===== config.mk =====
export PLATFORM = sky130hd
export DESIGN_NAME = onewire_master_rtl
export DESIGN_NICKNAME = d
export VERILOG_FILES = /design/src/rtl/onewire_master_rtl.sv
export SDC_FILE = /design/constraint.sdc
export NUM_CORES = 1
export LEC_CHECK = 0
export ABC_CLOCK_PERIOD_IN_PS = 4510
export BUFFER_PORTS_ARGS = -buffer_cell sky130_fd_sc_hd__buf_2
export CAP_MARGIN = 10
export CORE_MARGIN = 2
export CORE_UTILIZATION = 65
export CTS_CLUSTER_SIZE = 14
export DETAILED_ROUTE_END_ITERATION = 8
export PLACE_DENSITY = 0.85
export SLEW_MARGIN = 25
export SYNTH_ARGS = -nofsm -noshare
export SYNTH_HDL_FRONTEND = slang
export SYNTH_SLANG_ARGS = --single-unit

===== constraint.sdc =====
create_clock -name clk -period 4.51 [get_ports clk]
set_input_delay 0.6765 -clock clk [delete_from_list [all_inputs] [get_ports clk]]
set_output_delay 0.6765 -clock clk [all_outputs]
set_load 0.01 [all_outputs]

===== src/rtl/onewire_master_rtl.sv =====
// rtl/onewire_master_rtl.sv - multi-channel 1-wire bus master: reset/presence and bit time slots
module onewire_master_rtl #(
    parameter int OWN   = 1,
    parameter int CDR_N = 50,
    parameter int CDR_O = 7
) (
    input  logic                                     clk,
    input  logic                                     rst,
    input  logic                                     req_vld,
    output logic                                     req_rdy,
    input  logic                                     req_cmd,
    input  logic                                     req_dat,
    input  logic                                     req_ovd,
    input  logic [((OWN > 1) ? $clog2(OWN) : 1)-1:0] req_sel,
    output logic                                     rsp_vld,
    output logic                                     rsp_dat,
    output logic [OWN-1:0]                           owr_pull,
    input  logic [OWN-1:0]                           owr_i
);

    localparam int SW      = (OWN > 1) ? $clog2(OWN) : 1;
    localparam int CDR_MAX = (CDR_N > CDR_O) ? CDR_N : CDR_O;
    localparam int PW      = (CDR_MAX > 1) ? $clog2(CDR_MAX) : 1;

    localparam logic [PW-1:0] CDR_N_M1 = PW'(CDR_N - 1);
    localparam logic [PW-1:0] CDR_O_M1 = PW'(CDR_O - 1);

    // Slot timing in ticks (1 us normal speed)
    localparam logic [9:0] T_RST_LOW  = 10'd480;
    localparam logic [9:0] T_RST_SAMP = 10'd550;
    localparam logic [9:0] T_RST_END  = 10'd960;
    localparam logic [9:0] T_W0_LOW   = 10'd60;
    localparam logic [9:0] T_W1_LOW   = 10'd6;
    localparam logic [9:0] T_BIT_SAMP = 10'd15;
    localparam logic [9:0] T_BIT_END  = 10'd70;

    typedef enum logic [1:0] {
        IDLE = 2'd0,
        LOW  = 2'd1,
        HIGH = 2'd2
    } state_t;

    state_t state_q, state_d;

    logic           cmd_q;
    logic           dat_q;
    logic [SW-1:0]  sel_q;
    logic [PW-1:0]  cdr_m1_q;
    logic [PW-1:0]  presc_q;
    logic [9:0]     t_q;
    logic [9:0]     t_nxt;
    logic           samp_q;
    logic [OWN-1:0] sync1_q;
    logic [OWN-1:0] sync2_q;

    logic           accept;
    logic           tick;
    logic [9:0]     low_lim;
    logic [9:0]     samp_pt;
    logic [9:0]     end_pt;
    logic [SW-1:0]  sel_cur;
    logic [OWN-1:0] onehot;
    logic           pad_bit;
    logic [OWN-1:0] pull_d;
    logic           rsp_vld_d;
    logic           rsp_dat_d;

    assign accept  = req_vld && (state_q == IDLE);
    assign tick    = (presc_q == cdr_m1_q);
    assign t_nxt   = t_q + 10'd1;
    assign low_lim = !cmd_q ? T_RST_LOW : (dat_q ? T_W1_LOW : T_W0_LOW);
    assign samp_pt = cmd_q ? T_BIT_SAMP : T_RST_SAMP;
    assign end_pt  = cmd_q ? T_BIT_END : T_RST_END;
    // While idle the pull target comes straight from the request so the pad drops the cycle after acceptance
    assign sel_cur = (state_q == IDLE) ? req_sel : sel_q;

    // Channel decode; an out-of-range index selects no channel
    always_comb begin
        onehot = '0;
        for (int i = 0; i < OWN; i++) begin
            if (sel_cur == SW'(i)) begin
                onehot[i] = 1'b1;
            end
        end
    end

    // Synchronized pad of the active channel; a missing channel reads as an idle (high) bus
    always_comb begin
        pad_bit = 1'b1;
        for (int i = 0; i < OWN; i++) begin
            if (sel_q == SW'(i)) begin
                pad_bit = sync2_q[i];
            end
        end
    end

    // Two-flop synchronizer per channel, idle-high at reset
    always_ff @(posedge clk or posedge rst) begin
        if (rst) begin
            sync1_q <= '1;
            sync2_q <= '1;
        end else begin
            sync1_q <= owr_i;
            sync2_q <= sync1_q;
        end
    end

    // FSM state register
    always_ff @(posedge clk or posedge rst) begin
        if (rst) begin
            state_q <= IDLE;
        end else begin
            state_q <= state_d;
        end
    end

    // FSM next-state: phase boundaries are taken on the tick that brings t to the limit
    always_comb begin
        state_d = state_q;
        case (state_q)
            IDLE: begin
                if (req_vld) begin
                    state_d = LOW;
                end
            end
            LOW: begin
                if (tick && (t_nxt == low_lim)) begin
                    state_d = HIGH;
                end
            end
            HIGH: begin
                if (tick && (t_nxt == end_pt)) begin
                    state_d = IDLE;
                end
            end
            default: state_d = IDLE;
        endcase
    end

    // FSM outputs: ready decode and the values loaded into the registered pad/response outputs
    always_comb begin
        req_rdy   = (state_q == IDLE);
        pull_d    = (state_d == LOW) ? onehot : '0;
        rsp_vld_d = (state_q == HIGH) && (state_d == IDLE);
        rsp_dat_d = cmd_q ? samp_q : ~samp_q;
    end

    // Request latch, prescaler, tick counter and line sampling
    always_ff @(posedge clk or posedge rst) begin
        if (rst) begin
            cmd_q    <= 1'b0;
            dat_q    <= 1'b0;
            sel_q    <= '0;
            cdr_m1_q <= '0;
            presc_q  <= '0;
            t_q      <= '0;
            samp_q   <= 1'b1;
        end else if (accept) begin
            cmd_q    <= req_cmd;
            dat_q    <= req_dat;
            sel_q    <= req_sel;
            cdr_m1_q <= req_ovd ? CDR_O_M1 : CDR_N_M1;
            presc_q  <= '0;
            t_q      <= '0;
        end else if (state_q != IDLE) begin
            if (tick) begin
                presc_q <= '0;
                t_q     <= t_nxt;
                if (t_nxt == samp_pt) begin
                    samp_q <= pad_bit;
                end
            end else begin
                presc_q <= presc_q + 1'b1;
            end
        end
    end

    // Registered pad enables and response strobe; reset releases the pads without a clock
    always_ff @(posedge clk or posedge rst) begin
        if (rst) begin
            owr_pull <= '0;
            rsp_vld  <= 1'b0;
            rsp_dat  <= 1'b0;
        end else begin
            owr_pull <= pull_d;
            rsp_vld  <= rsp_vld_d;
            if (rsp_vld_d) begin
                rsp_dat <= rsp_dat_d;
            end
        end
    end

endmodule


After elaboration in Yosys (flattened, before gate mapping)
Index checks and enable logic that the tools add are counted.

Bits of input ports: 8. Output and inout port bits: 4. Flip-flop bits (word level): 33.

Equality and inequality tests: 7. $add $sub $neg: 2. Reduce and logical (&&, ||, !) cells: 11. Mux-type cells: 20. Bitwise gates (word level): 2.

Operator list (number): 2-to-1 mux 10 bit (5); 2-to-1 mux 6 bit (5); == test 10 bit (2); adder 10 x 1 -> 10 bit (second input constant) (1); == test 10 x 9 -> 1 bit (1); 2-to-1 mux 9 bit (1); adder 6 x 1 -> 6 bit (second input constant) (1); == test 6 bit (1); 2-to-1 mux 2 bit (3); one-hot mux 2 bit (3 select lines) (1); nonzero test 2 bit (3); 2-to-1 mux 1 bit (5); == test 2 x 1 -> 1 bit (second input constant) (2); logical AND 1 bit (4); zero test 2 bit (2); AND reduction 4 bit (1); == test 2 bit (second input constant) (1); inverter 1 bit (2); AND reduction 2 bit (1).

Longest topological paths before layout
Word-level depth: 8. Mapped depth: 8. Gate-level depth less buffers: 7.

Least setup slack after synthesis
No wires, ideal clock.

Path kind: register to register. Start: register t_q[0]. End: register rsp_dat. Required time: 4.382 ns. Slack: 2.286 ns. Arrival: 2.097 ns. Setup time: 0.128 ns. Cell stages (with the launch flop): 9. Cells stage by stage: dfrtp_1 -> ha_1 -> clkbuf_1 -> nor2b_1 -> nand4_1 -> a2111oi_0 -> nor3_2 -> nor4_4 -> mux2_1.

Longest elaborated chain between the ends: 7. Elaborated cells on any way between the ends: 10. Those cells by class: 1 x add/sub; 2 x eq/ne; 3 x mux; 4 x reduce/logical.

Ends and longest elaborated chain: start, declared (RTL line 50) `logic [9:0] t_q;`; start signal, assigned (RTL line 168) `t_q <= t_nxt;`; adder 10 x 1 -> 10 bit * (RTL line 70) `assign t_nxt = t_q + 10'd1;`; == test 10 bit / == test 10 x 9 -> 1 bit (equally long branches) (RTL line 132, 127); logical AND 1 bit (on tied branches) (RTL line 132, 127); 2-to-1 mux 2 bit (on tied branches) (RTL line 132, 127); one-hot mux 2 bit (3 select lines) * (RTL line 120) `case (state_q)`; zero test 2 bit * (RTL line 144) `rsp_vld_d = (state_q == HIGH) && (state_d == IDLE);`; logical AND 1 bit * (RTL line 144); named net rsp_vld_d (RTL line 65) `logic rsp_vld_d;`; end signal, assigned (RTL line 188) `rsp_dat <= rsp_dat_d;`; end, declared (RTL line 16) `output logic rsp_dat,`.

The timed path passes the listed nets; every way through them passes the cells marked *. A chain may end at the register's enable or synchronous reset.

Final worst setup path
Same ends and word-level chain as after synthesis.

==> results.ini <==
[timing]
fin_tns_setup_ns = 0
max_slew.worst_pin.slew_ns = 0.823
rsz0062_at_grt = false
fmax_ghz = 0.381
setup_viol = 0
fin_skew_ns = 0.00579
final_hold_viol_count = 0
slew_headroom_pct = 45.1
fin_crit_sh_pct = 58.2
post-route-min-period_ns = 2.62
slew_violations = 0

[finish]
fin_area_um2 = 1990
drive_above_1_share_pct = 17.8
antenna_cells = 0
fin_nets = 228
final_core_util_pct = 72.3
syn_to_final_growth_pct = 4.73

[synth]
ys_seq_area_share_pct = 38.3
synth_compound_area_share_pct = 18.9
synthMuxAreaShare_pct = 3.48
async_flop_share_pct = 100
synthTopCellsByArea = dfrtp_1, dfstp_2, nand3_1
yosysTopAreaCell = dfrtp_1
synth-edff-count = 0
synth-xor-area-share_pct = 4.47
synth_cell_types = 59
syn_area_um2 = 1900
syn_inst = 215
post_synth_and_or_nand_nor_area_fraction_pct = 28.9
postSynthAreaPerCell_um2 = 8.85
yosysTopAreaCellShare_pct = 34.2
yosys.area_share.adder_pct = 1.31
synth_seq_cells = 29
ys.flop_type = dfrtp_1
synth_warnings = 0
syn_nets = 225
synth_top_family_by_area = simple AND/OR/NAND/NOR gates

[floorplanning]
die_area_um2 = 3380
die_w_um = 58.1
ios = 12
num_rows = 19
die_y_um = 58.1
initial_core_util_pct = 69.0
coreArea_um2 = 2760

[clocking]
cts_setup_buffers = 0
cts_buffer_depth = 2
cts-root-buf = clkbuf_4
cts_resized = 0
clk_latency_ns = 0.33
tritoncts = done
clock_sinks = 29
ctsHoldBuffers = 0
cts_max_level = 2
cts_buffers = 5
worst_setup_hold_path_clk_slew_ns = 0.10

[setup_path]
startpoint_type = flip-flop
path_delay_family = simple AND/OR/NAND/NOR gates
arrival_ns = 2.85
cp.buffers_inverters = 0
reg2reg_setup_slack_ns = 1.89
cp-endpoint = rsp_dat
ff2ff_path_depth = 7
cpPeakStageDelay_ns = 0.52
endpoint_kind = flip-flop
cpMaxStageDelayCell = dfrtp_1
worstPathCellList = ha_1, nor2b_1, nand4_1, a2111oi_0, nor3_2, nor4_4, mux2_1
r2r_start = t_q[0]
cp.depth = 7
critPathKind = reg2reg
setup.worst_path.start = t_q[0]
cp.required_ns = 4.73
r2r_end = rsp_dat
crit_fanout = 11

[drt]
vias = 1697
firstDrtPassIters = 6
antenna_left = 0
routed_wl_mm = 4.37
vias_per_cell = 6.79
drc_errors = 0
routedWlPerCell_um = 17.5
first_iter_violations = 100

[place]
hpwl_mm = 3.18
placed_cell_area_um2 = 1940
place.port_buffers = 11
finalWeightedCongestion = 0.968

[outcome]
status = finished clean

[run]
drv_cap = 0

[power]
power_density_nw_per_um2 = 528
p_leak_nw = 0.798
peakVddDrop_v = 0.000400

[global_route]
grt_pass1_wl_mm = 7.36
antenna_found_initial = 0
grt_pass1_vias = 1537
grt_max_degree = 30
grt_usage_pct = 29.0
gr-total-overflow = 0

[worst_hold_path]
hp-class = reg2reg
worstHoldStart = sync1_q

sequential cells by signal, indices dropped and copies added, names as in the netlist:
name      cells
rsp_vld       1
t_q          10
sel_q         1
cdr_m1_q      2
owr_pull      1
presc_q       6
cmd_q         1
sync1_q       1
rsp_dat       1
samp_q        1
sync2_q       1
state_q       2
dat_q         1
routing by layer:
| layer | GRT usage (%) | routed length [um] | vias up |
|---|---|---|---|
| met4 | 12.6 | 139 | 0 |
| met5 | 0 | 0 | - |
| met3 | 6.70 | 264 | 15 |
| met1 | 40.0 | 1890 | 817 |
| li1 | - | - | 790 |
| met2 | 43.8 | 2070 | 75 |
stage by stage:
stage | hold WS, ns | instances | setup slack, ns | total power [mW]
2_1_floorplan | 0.345 | 215 | 2.29 | 0.794
3_3_place_gp | 0.349 | 242 | 1.85 | 0.860
3_5_place_dp | 0.352 | 242 | 1.93 | 0.891
4_1_cts | 0.366 | 250 | 1.91 | 1.04
5_1_grt | 0.368 | 250 | 1.63 | 1.13
6_report | 0.364 | 250 | 1.89 | 1.05
worst min-delay path by stage:
stage / to / slack [ns] / cells after the start
finish: sync2_q / 0.36 / 0
global route: sync2_q / 0.37 / 0
CTS: sync2_q / 0.37 / 0
detailed placement: sync2_q / 0.35 / 0
global placement: sync2_q / 0.35 / 0
floorplan: sync2_q / 0.35 / 0
power breakdown:
group	switching, mW	total [mW]	internal, mW
registers	0.157	0.489	0.332
clock network	0.0944	0.153	0.0586
logic	0.227	0.410	0.183
total	0.478	1.05	0.574
final cells by class:
| class | count | area [um2] |
|---|---|---|
| clock buffer | 5 | 37.5 |
| clock inverter | 3 | 17.5 |
| fill | 219 | 764 |
| inverter | 7 | 26.3 |
| multi-input combinational | 164 | 1090 |
| sequential | 29 | 729 |
| tap | 31 | 38.8 |
| timing repair buffer | 11 | 55.1 |
cells by family (layout without fill, tap and decap cells):
family	count (synthesis)	count (layout)
buffers and inverters	22	26
AOI/OAI and AO/OA	55	55
DFF	29	29
and+or+nand+nor	93	93
xor gates and xnor gates	8	8
muxes	6	6
adders and majority gates	2	2
placed cells by master (no fill, tap or decap), types with 2 or more instances in the layout:
cell      netlist  layout
nor2b_1         9       9
xnor2_1         2       2
o21ai_0        14      14
and3_1          3       3
buf_2           5      11
nor3_2          3       3
nor3_1          2       2
o211ai_1        3       3
nand2_1        15      15
o21ai_1        11      10
and4_1          2       2
nor4_1          2       2
xor2_1          5       5
and2_1          2       2
mux2_2          4       4
o41ai_1         2       2
nor2_1         15      15
ha_1            2       2
clkbuf_4        0       5
a211oi_1        2       2
inv_1           7       6
nand4_1         5       5
clkinv_2        0       2
nand2b_1        5       5
o31ai_1         5       5
a21oi_1         3       3
dfrtp_1        26      26
dfstp_2         3       3
nand3_1        15      15
a31oi_1         3       3
cells in the mapped netlist, types with 3 or more instances:
master	instances
dfrtp_1	26
o21ai_1	11
nand2b_1	5
nand4_1	5
nor2b_1	9
nor3_2	3
o211ai_1	3
clkbuf_1	10
a21oi_1	3
dfstp_2	3
o21ai_0	14
inv_1	7
xor2_1	5
o31ai_1	5
nand3_1	15
a31oi_1	3
buf_2	5
nand2_1	15
mux2_2	4
nor2_1	15
and3_1	3
Power figures use the tool's default switching activity.
